==> config.mk <==
export PLATFORM = sky130hd
export DESIGN_NAME = dram_cmd_seq
export DESIGN_NICKNAME = d
export VERILOG_FILES = /design/src/rtl/dram_cmd_seq.sv
export SDC_FILE = /design/constraint.sdc
export NUM_CORES = 1
export LEC_CHECK = 0
export ABC_AREA = 1
export ABC_CLOCK_PERIOD_IN_PS = 2160
export BUFFER_PORTS_ARGS = -buffer_cell sky130_fd_sc_hd__buf_2
export CORE_ASPECT_RATIO = 1.75
export CORE_MARGIN = 4
export CORE_UTILIZATION = 50
export DETAILED_ROUTE_END_ITERATION = 8
export PLACE_DENSITY_LB_ADDON = 0.08
export SYNTH_ARGS = -nofsm -noshare
export SYNTH_HDL_FRONTEND = slang
export SYNTH_SLANG_ARGS = --single-unit
export TNS_END_PERCENT = 5
==> constraint.sdc <==
create_clock -name clk -period 2.16 [get_ports clk]
set_input_delay 0.324 -clock clk [delete_from_list [all_inputs] [get_ports clk]]
set_output_delay 0.324 -clock clk [all_outputs]
set_load 0.005 [all_outputs]
==> src/rtl/dram_cmd_seq.sv <==
// dram_cmd_seq: queued DRAM command sequencer with per-bank open-row tracking.
//
// Requests from the L2 side are buffered in a small FIFO. Each request at the
// head of the queue is decoded against the open-row table and turned into the
// PRE/ACT/RD/WR sequence it needs. Each command goes out over a 4-phase
// cmd_req/cmd_ack handshake. PAGE_POLICY selects open-page (rows stay open)
// or closed-page (every access is followed by a PRE to the same bank).
//
// Ports:
//   clk, rst_b                 clock, asynchronous active-low reset
//   req_valid/req_ready        request push handshake into the queue
//   req_rw/bank/row/col/wdata  request payload (rw: 1 = write, 0 = read)
//   cmd_req/cmd_ack            4-phase command handshake to the DRAM model
//   cmd                        00 ACT, 01 RD, 10 WR, 11 PRE
//   bank_id/row_id/col_id      command address (col_id is 0 outside RD/WR)
//   dram_wdata/dram_rdata      write data for WR / read data while cmd_ack=1
//   rsp_valid/rsp_data         one-cycle read response, data held until next read
//   hit_cnt/miss_cnt           saturating row-hit / row-miss statistics
module dram_cmd_seq #(
  parameter int NUM_OF_BANKS = 8,
  parameter int ROW_BITS     = 7,
  parameter int COL_BITS     = 3,
  parameter int DATA_WIDTH   = 8,
  parameter int FIFO_DEPTH   = 4,
  parameter int PAGE_POLICY  = 0,
  parameter int CNT_W        = 16,
  localparam int BANK_W      = $clog2(NUM_OF_BANKS)
) (
  input  logic                  clk,
  input  logic                  rst_b,
  input  logic                  req_valid,
  output logic                  req_ready,
  input  logic                  req_rw,
  input  logic [BANK_W-1:0]     req_bank,
  input  logic [ROW_BITS-1:0]   req_row,
  input  logic [COL_BITS-1:0]   req_col,
  input  logic [DATA_WIDTH-1:0] req_wdata,
  output logic                  cmd_req,
  output logic [1:0]            cmd,
  input  logic                  cmd_ack,
  output logic [BANK_W-1:0]     bank_id,
  output logic [ROW_BITS-1:0]   row_id,
  output logic [COL_BITS-1:0]   col_id,
  output logic [DATA_WIDTH-1:0] dram_wdata,
  input  logic [DATA_WIDTH-1:0] dram_rdata,
  output logic                  rsp_valid,
  output logic [DATA_WIDTH-1:0] rsp_data,
  output logic [CNT_W-1:0]      hit_cnt,
  output logic [CNT_W-1:0]      miss_cnt
);

  localparam int PTR_W = $clog2(FIFO_DEPTH);
  localparam logic [PTR_W:0] FULL_CNT = (PTR_W+1)'(FIFO_DEPTH);

  typedef enum logic [2:0] {S_IDLE, S_DECODE, S_PRE, S_ACT, S_ACCESS, S_CLOSE} state_e;
  typedef enum logic [1:0] {C_ACT = 2'b00, C_RD = 2'b01, C_WR = 2'b10, C_PRE = 2'b11} cmd_code_e;

  typedef struct packed {
    logic                  rw;
    logic [BANK_W-1:0]     bank;
    logic [ROW_BITS-1:0]   row;
    logic [COL_BITS-1:0]   col;
    logic [DATA_WIDTH-1:0] wdata;
  } entry_t;

  typedef struct packed {
    logic [1:0]            code;
    logic [BANK_W-1:0]     bank;
    logic [ROW_BITS-1:0]   row;
    logic [COL_BITS-1:0]   col;
    logic [DATA_WIDTH-1:0] wdata;
  } cmd_fields_t;

  function automatic cmd_fields_t mk_cmd(input cmd_code_e code, input logic [BANK_W-1:0] b,
                                         input logic [ROW_BITS-1:0] r, input logic [COL_BITS-1:0] c,
                                         input logic [DATA_WIDTH-1:0] wd);
    mk_cmd = '{code: code, bank: b, row: r, col: c, wdata: wd};
  endfunction

  // Request queue
  entry_t              fifo_mem [FIFO_DEPTH];
  logic [PTR_W-1:0]    wr_ptr, rd_ptr;
  logic [PTR_W:0]      count;
  logic                push, pop;
  entry_t              head;

  // Open-row table
  logic [NUM_OF_BANKS-1:0] open_vld;
  logic [ROW_BITS-1:0]     open_row [NUM_OF_BANKS];

  // Sequencer state
  state_e              state_q, state_d;
  logic                phase_q, phase_d;
  logic                cmd_req_q, cmd_req_d;
  cmd_fields_t         cmd_q, cmd_d;
  logic                rsp_valid_q;
  logic [DATA_WIDTH-1:0] rsp_data_q;
  logic [CNT_W-1:0]    hit_q, miss_q;
  logic                capture, hit_inc, miss_inc, set_open, clr_open;
  cmd_fields_t         access_cmd;

  // req_ready looks only at the registered count, so a full queue refuses a
  // push even when the head is popped in the same cycle.
  assign req_ready = (count != FULL_CNT);
  assign push      = req_valid & req_ready;
  assign head      = fifo_mem[rd_ptr];
  assign access_cmd = mk_cmd(head.rw ? C_WR : C_RD, head.bank, head.row, head.col,
                             head.rw ? head.wdata : '0);

  // NOTE: every signal written here gets a default first so no path leaves one
  // unassigned; an unassigned path in combinational logic infers a latch.
  always_comb begin
    state_d   = state_q;
    phase_d   = phase_q;
    cmd_req_d = cmd_req_q;
    cmd_d     = cmd_q;
    capture   = 1'b0;
    pop       = 1'b0;
    hit_inc   = 1'b0;
    miss_inc  = 1'b0;
    set_open  = 1'b0;
    clr_open  = 1'b0;
    case (state_q)
      S_IDLE: if (count != '0) state_d = S_DECODE;
      S_DECODE: begin
        // Hold off while the previous command's ack is still high so a new
        // cmd_req never rises against an asserted cmd_ack.
        if (!cmd_ack) begin
          cmd_req_d = 1'b1;
          if (open_vld[head.bank] && open_row[head.bank] == head.row) begin
            hit_inc = 1'b1;
            state_d = S_ACCESS;
            cmd_d   = access_cmd;
          end else if (open_vld[head.bank]) begin
            miss_inc = 1'b1;
            state_d  = S_PRE;
            cmd_d    = mk_cmd(C_PRE, head.bank, open_row[head.bank], '0, '0);
          end else begin
            miss_inc = 1'b1;
            state_d  = S_ACT;
            cmd_d    = mk_cmd(C_ACT, head.bank, head.row, '0, '0);
          end
        end
      end
      default: begin
        // Command states: phase 0 waits for ack, phase 1 waits for its release.
        if (!phase_q) begin
          if (cmd_ack) begin
            cmd_req_d = 1'b0;
            phase_d   = 1'b1;
            capture   = (state_q == S_ACCESS) && !head.rw;
          end
        end else if (!cmd_ack) begin
          phase_d = 1'b0;
          case (state_q)
            S_PRE: begin
              clr_open  = 1'b1;
              state_d   = S_ACT;
              cmd_req_d = 1'b1;
              cmd_d     = mk_cmd(C_ACT, head.bank, head.row, '0, '0);
            end
            S_ACT: begin
              set_open  = 1'b1;
              state_d   = S_ACCESS;
              cmd_req_d = 1'b1;
              cmd_d     = access_cmd;
            end
            S_ACCESS: begin
              pop = 1'b1;
              if (PAGE_POLICY != 0) begin
                state_d   = S_CLOSE;
                cmd_req_d = 1'b1;
                cmd_d     = mk_cmd(C_PRE, head.bank, head.row, '0, '0);
              end else begin
                state_d = S_IDLE;
              end
            end
            default: begin // S_CLOSE
              clr_open = 1'b1;
              state_d  = S_IDLE;
            end
          endcase
        end
      end
    endcase
  end

  // NOTE: sequential state uses non-blocking assignments so every register
  // samples pre-edge values regardless of statement order.
  always_ff @(posedge clk or negedge rst_b) begin
    if (!rst_b) begin
      state_q     <= S_IDLE;
      phase_q     <= 1'b0;
      cmd_req_q   <= 1'b0;
      cmd_q       <= '0;
      rsp_valid_q <= 1'b0;
      rsp_data_q  <= '0;
      hit_q       <= '0;
      miss_q      <= '0;
      open_vld    <= '0;
      wr_ptr      <= '0;
      rd_ptr      <= '0;
      count       <= '0;
    end else begin
      state_q     <= state_d;
      phase_q     <= phase_d;
      cmd_req_q   <= cmd_req_d;
      cmd_q       <= cmd_d;
      rsp_valid_q <= capture;
      if (capture) rsp_data_q <= dram_rdata;
      if (hit_inc && hit_q != '1)   hit_q  <= hit_q + CNT_W'(1);
      if (miss_inc && miss_q != '1) miss_q <= miss_q + CNT_W'(1);
      // PRE/CLOSE/ACT act on the bank of the command just completed.
      if (clr_open) open_vld[cmd_q.bank] <= 1'b0;
      if (set_open) open_vld[cmd_q.bank] <= 1'b1;
      if (push) wr_ptr <= wr_ptr + PTR_W'(1);
      if (pop)  rd_ptr <= rd_ptr + PTR_W'(1);
      if (push && !pop)      count <= count + (PTR_W+1)'(1);
      else if (pop && !push) count <= count - (PTR_W+1)'(1);
    end
  end

  // NOTE: storage arrays carry no reset; validity comes from the reset-cleared
  // count and open_vld bits, so stale contents are never used.
  always_ff @(posedge clk) begin
    if (push) fifo_mem[wr_ptr] <= '{rw: req_rw, bank: req_bank, row: req_row,
                                   col: req_col, wdata: req_wdata};
    if (set_open) open_row[cmd_q.bank] <= cmd_q.row;
  end

  assign cmd_req    = cmd_req_q;
  assign cmd        = cmd_q.code;
  assign bank_id    = cmd_q.bank;
  assign row_id     = cmd_q.row;
  assign col_id     = cmd_q.col;
  assign dram_wdata = cmd_q.wdata;
  assign rsp_valid  = rsp_valid_q;
  assign rsp_data   = rsp_data_q;
  assign hit_cnt    = hit_q;
  assign miss_cnt   = miss_q;

endmodule

---- Word level (Yosys, flattened, before mapping) ----
Memory sizes are Yosys's and may differ from the RTL's.
Index checks and enable logic that the tools add are counted.
storage, ports and cells
  output and inout port bits .............. 66
  latch bits .............................. 0
  register bits ........................... 84
  input bits .............................. 34
  RAM bits ................................ 144
  ROM bits ................................ 0
  memories ................................ 2
  word-level logic and storage cells ...... 125
memories
  name      words  bits a word  rd ports  clocked after Yosys merged registers in  wr ports  line  text
  fifo_mem  4      22           1         0                                        1         81    entry_t fifo_mem [FIFO_DEPTH];
  open_row  8      7            1         0                                        1         89    logic [ROW_BITS-1:0] open_row [NUM_OF_BANKS];
operators by class
  reductions and logical operators ........ 24
  magnitude comparators ................... 3
  mux-type cells .......................... 57
  div/mod/pow operators ................... 0
  shift-type cells ........................ 0
  add/subtract/negate cells ............... 6
  bitwise logic cells ..................... 5
  multipliers ............................. 0
  equality and inequality tests ........... 12
operators with widths
  operator                                              count
  two-way mux 23 bit                                    5
  one-hot mux 23 bit (2 select lines)                   2
  two-way mux 1 bit                                     34
  adder 16 x 1 -> 16 bit (second input constant)        2
  != test 16 bit (second input constant)                2
  two-way mux 8 bit                                     3
  two-way mux 3 bit                                     7
  nonzero test 3 bit                                    5
  one-hot mux 3 bit (2 select lines)                    2
  AND reduction 5 bit                                   2
  bitwise AND 8 bit                                     1
  < comparator 3 x 4 -> 1 bit (second input constant)   2
  NOT 8 bit                                             1
  OR 8 bit                                              1
  equality test 7 bit                                   1
  logical AND 1 bit                                     7
  equality test 3 x 2 -> 1 bit (second input constant)  2
  != test 2 bit (second input constant)                 3
  OR reduction 2 bit                                    3
  adder 2 x 1 -> 2 bit (second input constant)          2
  AND reduction 4 bit                                   1
  nonzero test 2 bit                                    2
  adder 3 x 1 -> 3 bit (second input constant)          1
  binary-select mux 1 bit (select 3 bit)                1
  13 further kinds                                      15

---- Logic depth before layout (Yosys ltp) ----
  depth in word-level cells ............... 9
  depth in mapped cells ................... 20
  depth with buffers taken out ............ 17

---- Least setup slack after synthesis ----
Ideal clock, no wire load.
  path type ............................... reg2reg
  start ................................... reg rd_ptr[0]
  end ..................................... reg hit_q[10] (netlist: hit_cnt[10])
  required time ........................... 2.042 ns
  setup time .............................. 0.118 ns
  setup slack ............................. -0.014 ns
  arrival time ............................ 2.056 ns
  path buffers ............................ 3
  period minus slack after synthesis ...... 2.174 ns
  cell stages (with the launch flop) ...... 18
  path through ............................ dfrtp_1 buf_6 inv_4 nand2_2 nand3_4 buf_6 buf_6 nand3_1 nand3_1 nand3_1 nand2_1 nand2_1 nand2_1 nand3_4 nor3_1 nand4_1 nand2_1 nand2_1
between the ends
  longest elaborated chain between the ends .. 8
  elaborated cells between the ends (all ways) .. 10
  those cells by class .................... 1 x eq/ne; 5 x mux; 2 x reduce/logical; 2 x memory
ends and longest elaborated chain
  element                                                                       line  text
  from (decl)                                                                   82    logic [PTR_W-1:0] wr_ptr, rd_ptr;
  from (signal assigned)                                                        217   if (pop) rd_ptr <= rd_ptr + PTR_W'(1);
  memory (4 x 22 bit) *                                                         --
  memory (8 x 7 bit) or binary-select mux 1 bit (select 3 bit) (tied branches)  --
  equality test 7 bit or two-way mux 1 bit (tied branches)                      130   if (open_vld[head.bank] && open_row[head.bank] == head.row) begin
  logical AND 1 bit *                                                           130
  two-way mux 1 bit *                                                           130
  two-way mux 1 bit *                                                           128   if (!cmd_ack) begin
  two-way mux 1 bit *                                                           123   case (state_q)
  logical AND 1 bit *                                                           211   if (hit_inc && hit_q != '1) hit_q <= hit_q + CNT_W'(1);
  to (signal assigned)                                                          211
  to (decl)                                                                     98    logic [CNT_W-1:0] hit_q, miss_q;
Mark *: on every way between the ends. The rest lies on a longest branch, timed or not. The select of a mux whose other input is x is not followed.
A chain may end at the register's enable or synchronous reset.

---- Worst setup path after layout ----
  start ................................... reg rd_ptr[0]
  end ..................................... reg hit_q[13] (netlist: hit_cnt[13])
Same word-level chain as after synthesis.

==> summary.txt <==
Run status
  • Status: finished with violations
  • Failing checks: negative setup slack

Worst setup path
  • Worst-path fanout max: 15
  • Setup crit start kind: flop
  • Flop2flop setup slack: -0.33 ns
  • Reg-to-Reg Start: rd_ptr[0]$_DFFE_PN0P_
  • RR Endpoint: hit_cnt[13]$_DFFE_PN0P_
  • Worst Path Arrival: 2.89 ns
  • FF-to-FF path depth: 17
  • Critical path required time: 2.56 ns
  • Nature of the critical path endpoint: flop
  • Critical path class: flop to flop

Finish
  • Area growth syn-to-layout: 24.0%
  • Post-Layout Cell Count: 1478
  • Share of post-route cells with drive strength above 1: 25.8%
  • # diodes: 0
  • Final nets: 1256
  • Final Cell Area: 12800 um^2

Detailed routing
  • Final WL: 26300 um
  • Post-route ant nets: 0
  • Vias: 7944
  • Routed len/inst: 17.8 um
  • Via/cell ratio: 5.37
  • DRT iter0 DRCs: 498
  • First-pass iteration count of the detailed router: 5
  • Final routed DRC violation total: 0

Power
  • Gate power share: 43.1%
  • Clk pwr share: 21.2%
  • Reg power frac: 35.7%
  • Pwr dens: 1350 nW/um^2
  • Switching share of power: 38.1%
  • Internal Power: 0.0107 W
  • Leak: 5.46 nW
  • Sw Pwr: 0.00660 W
  • IR drop worst, VDD: 0.00115 V

Timing
  • RSZ-0062 raised after global routing: true
  • Min Hold Slack: 0.0128 ns
  • Final hold viol count: 0
  • Max-slew violations: 0
  • Max frequency: 402 MHz
  • Fin crit share: 115%
  • Setup Viol. Count Final: 54
  • Final Skew: 0.0118 ns
  • Relative slew slack: 64.6%
  • Post-layout minimum cycle time: 2.49 ns
  • Setup ws final: -0.329 ns
  • Worst Tran Pin Value: 0.531 ns

Synth
  • Main combinational cell family by area after synthesis: simple AND/OR/NAND/NOR gates
  • Post-synth cell types: 39
  • Avg Inst Size Synth: 10.1 um^2
  • XOR/XNOR share of the synthesized area: 2.12%
  • Most common cell in the netlist: nand2_1
  • Post-synth top area cell: edfxtp_1
  • Async SR Flop Fraction: 36.8%
  • Synthesized area: 10300 um^2
  • Yosys reg bits: 228
  • Simple logic cell fraction of the synthesized area: 23.3%
  • Post-synthesis mux area share: 0%
  • Adder-cell area share of the yosys netlist: 1.04%
  • Compound-Gate Fraction of Synth Area: 6.01%
  • Largest cells by area after synthesis: edfxtp_1 (42%), dfrtp_1 (20%), nand2_1 (9.6%), nand3_1 (7.1%), o21ai_0 (3.1%)
  • Post-synth EDFFs: 144
  • Synth top area share: 41.9%
  • Syn nets: 1065
  • Ys Warns: 0
  • Mapped Cells: 1023
  • Top FF cell, synth: edfxtp_1
  • Seq/Total Area, Yosys: 62.3%
  • Most frequent cells after synthesis: nand2_1 (263), nand3_1 (146), edfxtp_1 (144), dfrtp_1 (84), inv_1 (75)

Global route
  • Global-route wire length before repair: 41700 um
  • Number of global-route vias before repair: 8013
  • Initial antenna violation count: 0
  • Overall Global Routing Usage: 23.1%
  • Largest net degree at the start of global routing: 39
  • Gr ovfl total: 0
  • Most used routing layer: met2
  • GR Util met3: 2.63%
  • Routing usage on met2: 43.7%
  • GR Util met1: 26.4%

Worst hold path
  • Min-Delay Endpoint: rsp_data[5]$_DFFE_PN0P_
  • Cell count of the worst hold path: 3
  • Hold path startpoint: dram_rdata[5]
  • Min-delay worst type: input pin to flop

Floorplan
  • DIE WIDTH: 117 um
  • Die Y: 198 um
  • Core Area: 20300 um^2
  • Initial core utilization: 50.9%
  • I/O pin cnt: 100
  • Die Area: 23100 um^2
  • Row cnt: 69

Clocking
  • CTS H-tree lvls: 1
  • CTS tree: built
  • Clock Latency Late Sink: 0.51 ns
  • Clk buf depth: 3
  • Clock-pin slew on the worst setup and hold paths: 0.06 ns
  • Root buffer cell: clkbuf_16
  • Inserted Clock Buffers: 22
  • Clock Sinks: 228

Placement
  • Placed instance count: 1421
  • Buffers on Ports: 99
  • GP Congestion: 0.928
  • Cell area after placement: 11700 um^2
  • HPWL after DPL: 18500 um

Run
  • Max-cap violations: 0
==> through the flow <==
step	util, %	total power (W)	worst slack (ns)	TNS [ns]
floorplan	-	0.0102	0.0122	0
global placement	57.4	0.0128	-0.435	-17.19
detailed placement	57.4	0.0129	-0.474	-19.94
finish	63.1	0.0173	-0.329	-13.42
global route	63.1	0.0185	-0.511	-24.03
CTS	62.0	0.0170	-0.356	-13.65
==> cell type report <==
class / count / area, um^2
fill: 1662 / 7490
sequential: 228 / 6430
multi-input combinational: 681 / 3600
timing repair buffer: 200 / 1450
clock buffer: 32 / 628
inverter: 81 / 315
tap: 248 / 310
clock inverter: 8 / 61.3
==> worst max-delay path, stage by stage (launching register included) <==
cell      delay, ns
dfrtp_2        0.47
clkinv_4       0.12
nand2_1        0.10
nand3_2        0.08
nand2_4        0.12
inv_4          0.10
buf_4          0.15
a21oi_1        0.13
o21ai_0        0.10
nand3_1        0.09
nand2_2        0.12
nor2_4         0.16
inv_1          0.08
nor3_4         0.22
buf_12         0.14
nand4_1        0.07
nand2_1        0.08
nand2_1        0.05
==> worst max-delay path by stage <==
stage                                     start                       to  slack [ns]
after global routing      rd_ptr[0]$_DFFE_PN0P_  hit_cnt[10]$_DFFE_PN0P_       -0.51
after floorplan           rd_ptr[0]$_DFFE_PN0P_   hit_cnt[0]$_DFFE_PN0P_        0.01
final                     rd_ptr[0]$_DFFE_PN0P_  hit_cnt[13]$_DFFE_PN0P_       -0.33
after detailed placement  rd_ptr[0]$_DFFE_PN0P_   hit_cnt[0]$_DFFE_PN0P_       -0.47
after CTS                 rd_ptr[0]$_DFFE_PN0P_   hit_cnt[3]$_DFFE_PN0P_       -0.36
after global placement    rd_ptr[0]$_DFFE_PN0P_   hit_cnt[1]$_DFFE_PN0P_       -0.43
==> cell usage in the layout (no fill, tap or decap), types with 4 or more instances in the layout <==
cell type	instances
nor3_1	14
xor2_1	15
buf_2	98
dfrtp_1	82
inv_1	73
nor4_1	4
o21ai_0	57
buf_4	79
nor2_2	11
nand2_1	246
clkbuf_16	23
o22ai_1	11
nand4_1	12
buf_6	8
xnor2_1	10
a21oi_1	10
nand3_4	6
nor2_4	5
inv_2	4
nand2_2	21
nor2_1	59
buf_12	8
o21ai_1	22
nand3_2	19
clkbuf_1	6
edfxtp_1	144
clkbuf_8	4
nand3_1	130
nand2_4	5
ha_1	7
==> logic make-up after synthesis <==
family | after synthesis
compound gates | 112
buf+inv | 116
flops | 228
fa+ha+maj | 8
xor+xnor | 25
simple gates | 534
==> power by group through the flow <==
| stage | logic, W | registers, W | clock network, W |
|---|---|---|---|
| 3_5_place_dp | 0.00664 | 0.00626 | 0 |
| 3_3_place_gp | 0.00656 | 0.00626 | 0 |
| 2_1_floorplan | 0.00398 | 0.00617 | 0 |
| 6_report | 0.00746 | 0.00619 | 0.00368 |
| 5_1_grt | 0.00827 | 0.00628 | 0.00391 |
| 4_1_cts | 0.00709 | 0.00619 | 0.00374 |
==> per-layer routing <==
layer  wire [um]  part of all wire, %
met1        9720                   37
met2       14700                   56
met3         972                  3.7
met4         909                  3.5
met5           0                    0
==> repair_timing <==
action / in CTS / in global routing
buffers inserted: 5 / 6
cloned: 2 / 2
hold endpoints to repair: 36 / 0
hold buffers: 2 / 0
pin swaps: 8 / 12
setup endpoints to repair: 63 / 63
gates resized for setup: 37 / 38
==> flip-flops by register name (all words and copies together), names as in the netlist, 2 cells and up <==
| name | count |
|---|---|
| fifo_mem | 88 |
| open_row | 56 |
| hit_cnt | 16 |
| miss_cnt | 16 |
| dram_wdata | 8 |
| open_vld | 8 |
| rsp_data | 8 |
| row_id | 7 |
| bank_id | 3 |
| col_id | 3 |
| count | 3 |
| state_q | 3 |
| cmd | 2 |
| rd_ptr | 2 |
| wr_ptr | 2 |
Power figures use the tool's default switching activity.
